===== src/rtl/gated_add_reg_array.sv =====
// Purpose : array of independent, individually enabled add/accumulate/subtract lane registers
//           with sticky per-lane overflow flags, a busy flag and a saturating activity counter.
// Latency : one clock from enabling edge to r/ovf/busy/act_cnt; no combinational input-to-output path.
// Backpressure: none; every enabled edge is accepted, s is the only per-lane flow control.
module gated_add_reg_array #(
    parameter int WIDTH = 4,
    parameter int LANES = 2,
    parameter int SAT   = 0,
    parameter int CNT_W = 16
) (
    input  logic                     clk,
    input  logic                     rst,
    input  logic                     clr,
    input  logic [1:0]               mode,
    input  logic [LANES-1:0]         s,
    input  logic [LANES*WIDTH-1:0]   x,
    input  logic [LANES*WIDTH-1:0]   y,
    output logic [LANES*WIDTH-1:0]   r,
    output logic [LANES-1:0]         ovf,
    output logic                     busy,
    output logic [CNT_W-1:0]         act_cnt
);

    localparam logic [1:0] M_ADD  = 2'b00;
    localparam logic [1:0] M_ACC  = 2'b01;
    localparam logic [1:0] M_SUB  = 2'b10;
    localparam logic [1:0] M_HOLD = 2'b11;

    localparam logic [WIDTH-1:0] LANE_MAX = '1;
    localparam logic [WIDTH-1:0] LANE_MIN = '0;
    localparam logic [CNT_W-1:0] CNT_MAX  = '1;
    localparam logic [CNT_W-1:0] CNT_ONE  = {{(CNT_W-1){1'b0}}, 1'b1};

    // Any lane enabled this cycle; shared by busy and the activity counter.
    logic any_en;
    assign any_en = |s;

    genvar gi;
    generate
        for (gi = 0; gi < LANES; gi++) begin : g_lane
            logic [WIDTH-1:0] x_l;
            logic [WIDTH-1:0] y_l;
            logic [WIDTH-1:0] r_q;
            logic             ovf_q;
            logic [WIDTH:0]   op_a;
            logic [WIDTH:0]   op_b;
            logic [WIDTH:0]   sum;
            logic [WIDTH:0]   dif;
            logic [WIDTH-1:0] nxt;
            logic             evt;
            logic             lane_en;

            assign x_l = x[gi*WIDTH +: WIDTH];
            assign y_l = y[gi*WIDTH +: WIDTH];

            // Operand selection and WIDTH+1 bit arithmetic; the extra bit is the carry/borrow.
            always_comb begin
                op_a = {1'b0, x_l};
                op_b = {1'b0, y_l};
                if (mode == M_ACC) begin
                    op_a = {1'b0, r_q};
                    op_b = {1'b0, x_l};
                end
                sum = op_a + op_b;
                dif = op_a - op_b;
            end

            // Next-value and overflow-event selection, with optional clamping.
            always_comb begin
                nxt = r_q;
                evt = 1'b0;
                case (mode)
                    M_ADD, M_ACC: begin
                        evt = sum[WIDTH];
                        nxt = (evt && (SAT != 0)) ? LANE_MAX : sum[WIDTH-1:0];
                    end
                    M_SUB: begin
                        evt = dif[WIDTH];
                        nxt = (evt && (SAT != 0)) ? LANE_MIN : dif[WIDTH-1:0];
                    end
                    M_HOLD: begin
                        evt = 1'b0;
                        nxt = r_q;
                    end
                    default: begin
                        evt = 1'b0;
                        nxt = r_q;
                    end
                endcase
            end

            // Single enable per lane (s or clear) so the register bank maps onto one clock gate.
            assign lane_en = s[gi] | clr;

            // Lane result and sticky overflow; clear wins over the arithmetic update.
            always_ff @(posedge clk or posedge rst) begin
                if (rst) begin
                    r_q   <= '0;
                    ovf_q <= 1'b0;
                end else if (lane_en) begin
                    if (clr) begin
                        r_q   <= '0;
                        ovf_q <= 1'b0;
                    end else begin
                        r_q   <= nxt;
                        ovf_q <= ovf_q | evt;
                    end
                end
            end

            assign r[gi*WIDTH +: WIDTH] = r_q;
            assign ovf[gi]              = ovf_q;
        end
    endgenerate

    // busy reflects whether any lane actually changed mode-wise on the previous edge.
    always_ff @(posedge clk or posedge rst) begin
        if (rst) begin
            busy <= 1'b0;
        end else if (clr) begin
            busy <= 1'b0;
        end else begin
            busy <= any_en && (mode != M_HOLD);
        end
    end

    // Activity counter counts enabled cycles in every mode and sticks at its maximum.
    always_ff @(posedge clk or posedge rst) begin
        if (rst) begin
            act_cnt <= '0;
        end else if (clr) begin
            act_cnt <= '0;
        end else if (any_en && (act_cnt != CNT_MAX)) begin
            act_cnt <= act_cnt + CNT_ONE;
        end
    end

endmodule


===== config.mk =====
export PLATFORM = sky130hd
export DESIGN_NAME = gated_add_reg_array
export DESIGN_NICKNAME = d
export VERILOG_FILES = /design/src/rtl/gated_add_reg_array.sv
export SDC_FILE = /design/constraint.sdc
export NUM_CORES = 1
export LEC_CHECK = 0
export CORE_MARGIN = 5
export CORE_UTILIZATION = 45
export DETAILED_ROUTE_END_ITERATION = 8
export PLACE_DENSITY = 0.71
export SLEW_MARGIN = 30
export SYNTH_ARGS = -nofsm -noshare
export SYNTH_HDL_FRONTEND = slang
export SYNTH_SLANG_ARGS = --single-unit

===== constraint.sdc =====
create_clock -name clk -period 2.8 [get_ports clk]
set_input_delay 0.42 -clock clk [delete_from_list [all_inputs] [get_ports clk]]
set_output_delay 0.42 -clock clk [all_outputs]
set_load 0.02 [all_outputs]

Yosys cells after proc, flatten, opt, wreduce, memory -nomap -nowiden. Cells that the tools add are included.

Add/sub/neg operators: 5. Eq/ne operators: 6. Mux-type cells: 15. Bitwise gates (word level): 4. Reductions and logical operators: 8.

Operators with widths (number): $mux W16 (2); $mux W4 (6); $add A16 B1 Y16 const B (1); $ne A16 B16 Y1 const B (1); $pmux W4 S2 (2); $add A5 B5 Y5 (2); $sub A5 B5 Y5 (2); $pmux W1 S3 (2); $eq A2 B2 Y1 const B (2); $ne A2 B2 Y1 const B (2); $or A1 B1 Y1 (4); $reduce_and A2 Y1 (2); $reduce_or A2 Y1 (2); $mux W1 (3); $eq A2 B1 Y1 const B (1); $logic_and A1 B1 Y1 (2); $logic_not A2 Y1 (1); $reduce_bool A2 Y1 (1).

Register bits: 27. Input port bits: 23. Logic and storage cells: 44.

Longest topological paths before layout.
Depth in word-level cells: 6. Mapped depth: 12.

Worst setup path before layout. OpenSTA, ideal clock, no wires.

Path kind: input port to flip-flop. From: input mode[1]. To: register g_lane[0].ovf_q. Setup time: 0.136 ns. Arrival time: 2.405 ns. Slack: 0.259 ns. Stages: 11. Buffers on the path: 2. Path through: nand2b_1 buf_2 buf_2 mux2_2 ha_1 fa_1 nor2b_1 o21ai_0 a21oi_1 o21ai_0 a21oi_1.

Word-level cells in the longest chain between the ends: 6. Elaborated cells on any way between the ends: 12. Those cells by class: add/sub (2); eq/ne (3); mux (4); bitwise (1); reduce/logical (2).

Ends and longest elaborated chain: start, declared (line 14) `input logic [1:0] mode,`; $eq A2 B1 Y1 (line 60, 72); $mux W4 (line 60) `if (mode == M_ACC) begin`; $sub A5 B5 Y5 or $add A5 B5 Y5 (tied branches) (line 65, 64); $pmux W1 S3 (*) (line 72) `case (mode)`; $or A1 B1 Y1 (*) (line 106) `ovf_q <= ovf_q | evt;`; $mux W1 (*) (line 101) `if (clr) begin`; end signal, assigned (line 106); end, declared (line 44) `logic ovf_q;`.

Mark *: on every way between the ends. The rest lies on a longest branch, timed or not. A chain may end at the register's enable or synchronous reset.

Worst setup path in the final report. Ends and elaborated chain as after synthesis.

==> results.py <==
metrics = {
    "outcome": {
        "run_status": "finished clean",
    },
    "drt": {
        "num_vias": 1785,
        "ant_nets": 0,
        "remaining_drc_errors": 0,
        "detail_route.vias_per_cell": 5.30,
        "drtPass1Iterations": 4,
        "routed_wl_mm": 4.77,
        "drt-wirelength-per-cell_um": 14.1,
        "drt_first_iter_violations": 90,
    },
    "sta": {
        "hold_viol_final": 0,
        "postLayoutSetupSlackWorst_ns": 0.186,
        "fin_worst_skew_ns": 0.00554,
        "tightestPinTransition_ns": 0.577,
        "setup_violations": 0,
        "rsz0062_at_grt": "no",
        "timing.final.max_slew_violations": 0,
        "min_period_over_period_pct": 93.4,
        "worst_hold_slack_ns": 0.501,
        "clock.fmax_mhz": 383,
        "slew_headroom_pct": 61.4,
        "timing.final.crit_period_ns": 2.61,
    },
    "clock_tree": {
        "cts-root-to-sink-buffers": 2,
        "clk_pin_slew_ns": 0.09,
        "cts_hold_buf": 0,
        "postCtsSetupBuffers": 0,
        "tritoncts": "done",
        "cts_resized": 0,
        "number_of_h_tree_levels": 1,
        "clock_sink_count": 27,
        "root_buffer": "sky130_fd_sc_hd__clkbuf_8",
        "cts_made_buffers": 3,
        "worst_skew_pair.late_latency_ns": 0.28,
    },
    "global_routing": {
        "grt_util_all_layers_pct": 15.3,
        "grt_max_degree": 28,
        "first_global_vias": 1747,
        "grt_first_pass_wirelength_mm": 7.88,
        "grt_antenna_before_repair": 0,
        "global_route.overflow_total": 0,
    },
    "final_layout": {
        "most-common-layout-cells": "49 x sky130_fd_sc_hd__clkdlybuf4s50_1, 27 x sky130_fd_sc_hd__dfrtp_1, 21 x sky130_fd_sc_hd__nor2_1, 20 x sky130_fd_sc_hd__inv_1, 17 x sky130_fd_sc_hd__ha_1",
        "area_growth_pct": 32.3,
        "fill_cells": 395,
        "finished_core_util_pct": 62.4,
        "fin_nets": 330,
        "final_common_cell": "sky130_fd_sc_hd__clkdlybuf4s50_1",
        "final_cell_area_um2": 2760,
        "num_antenna_cells": 0,
        "drive_above_1_share_pct": 13.7,
    },
    "floorplan": {
        "pin_count": 50,
        "fp.coreArea_um2": 4410,
        "dieArea_um2": 6090,
        "starting_utilization_of_the_core_area_pct": 47.2,
        "die_w_um": 78.0,
        "die-height_um": 78.0,
        "core_rows": 24,
    },
    "setup_path": {
        "critical_path.cell_chain": "clkdlybuf4s50_1, nand2b_1, buf_4, mux2_2, ha_1, fa_1, nor2b_1, o21ai_0, a21oi_1, o21ai_0, a21oi_1",
        "critPathMaxStageDelay_ns": 0.47,
        "crit_fanout": 4,
        "cp_data_arrival_time_ns": 2.76,
        "crit_type": "in -> reg",
        "worst-endpoint-required_ns": 2.94,
        "critical_path.endpoint_type": "flop",
        "cp_slowest_cell": "sky130_fd_sc_hd__clkdlybuf4s50_1",
        "setup.worst_path.start_class": "input port",
    },
    "placement": {
        "pre_cts_ws_ns": -0.0807,
        "gpl.final_weighted_congestion": 0.796,
        "numPortBuffers": 49,
        "placement.cell_area_um2": 2710,
        "post_dp_hpwl_mm": 3.87,
    },
    "logic_synthesis": {
        "synth-adder-area-share_pct": 14.1,
        "ys_warn_count": 0,
        "synth.yosys.seq_area_share_pct": 32.5,
        "synth_compound_gate_area_share_pct": 12.7,
        "synth_nets": 269,
        "synth_area_per_cell_um2": 9.25,
        "post_synth_instance_area_um2": 2080,
        "yosys_register_bits": 27,
        "post_synth_num_cell_types": 36,
        "synthMuxAreaShare_pct": 11.1,
        "synth_top_family_by_area": "simple AND/OR/NAND/NOR gates",
        "yosys.area_share.simple_pct": 17.4,
        "xor_xnor_portion_of_the_synthesized_cell_area_pct": 6.73,
        "postSynthCellCount": 225,
    },
    "job": {
        "maxCapViolCount": 0,
    },
    "min_path": {
        "min-delay-path-class": "in -> async",
    },
    "pwr": {
        "peak_supply_drop_mv": 0.212,
        "power.density_cell_area_nw_per_um2": 356,
        "report.power.total_uw": 982,
        "leakage_nw": 1.19,
    },
}
per-stage QoR:
stage               std cells  TNS [ns]
global route              337         0
finish                    337         0
CTS                       337         0
global placement          333    -0.212
floorplan                 225         0
detailed placement        333    -0.272
cells in the mapped netlist (all sizes together):
master	count	area [µm²]
or2	1	6.26
nand4	2	27.5
nor2b	5	31.3
nor3	7	40.0
a31oi	2	12.5
nand2	16	60.1
and2	1	6.26
and4	1	8.76
a21oi	15	75.1
o211ai	1	7.51
buf	5	30.0
o31ai	3	36.3
nor4	5	37.5
xor2	2	17.5
clkbuf	3	11.3
inv	20	75.1
mux2i	5	50.1
nor2	21	78.8
xnor2	14	123
ha	17	213
o2111ai	1	8.76
a211oi	3	22.5
o311ai	2	17.5
a311oi	1	8.76
dfrtp	27	676
nand3	2	10.0
a41o	1	10.0
o21ai	13	65.1
mux2	16	180
fa	4	80.1
nand2b	9	56.3
state kept, by name, summed over array words and instances (netlist names):
name          cells
busy              1
g_lane.r_q        8
g_lane.ovf_q      2
act_cnt          16
cell type report:
| cell class | instances | area, µm² | share of cell area [%] |
|---|---|---|---|
| Multi-Input combinational cell | 170 | 1290 | 46.8 |
| Sequential cell | 27 | 676 | 24.5 |
| Clock buffer | 3 | 41.3 | 1.50 |
| Timing Repair Buffer | 64 | 603 | 21.9 |
| Inverter | 20 | 75.1 | 2.72 |
| Clock inverter | 1 | 5.00 | 0.182 |
| Tap cell | 52 | 65.1 | 2.36 |
final timing paths:
path	cells after the start	from	end	slack (ns)
min	3	rst	act_cnt[3]	0.50
min reg2reg	2	g_lane[1].r_q[1]	g_lane[1].r_q[1]	0.53
max reg2reg	9	g_lane[0].r_q[0]	g_lane[0].ovf_q	0.76
min in group clk	2	g_lane[1].r_q[1]	g_lane[1].r_q[1]	0.53
max in group asynchronous	3	rst	act_cnt[1]	2.05
max	11	mode[1]	g_lane[0].ovf_q	0.19
worst max-delay path: cells and delay by family:
kind	cells	cell delay, ns
compound gates	4	0.46
simple gates	2	0.31
fa+ha+maj	2	0.60
buf+inv	2	0.62
mux	1	0.34
logic make-up after synthesis:
kind of cell,after synthesis
flip-flops,27
XOR/XNOR,16
adder cells (fa/ha/maj),21
multiplexers,21
AND/OR/NAND/NOR,70
buffers and inverters,28
AO/OA/AOI/OAI,42
report_power, final:
part	total [mW]	leakage [nW]	internal, mW	switching [mW]
combinational	0.329	0.795	0.168	0.161
sequential	0.430	0.368	0.410	0.0198
clock	0.223	0.0255	0.0999	0.123
total	0.982	1.19	0.678	0.304
metal layers:
layer / up-vias / part of all wire (%) / GRT usage (%) / routed length (µm)
li1: 892 / - / - / -
met5: - / 0 / 0 / 0
met3: 2 / 5.0 / 2.63 / 237
met2: 47 / 50 / 26.5 / 2370
met1: 844 / 45 / 20.6 / 2140
met4: 0 / 0.40 / 2.03 / 19
Note: power is estimated with default switching activity, not from simulation.
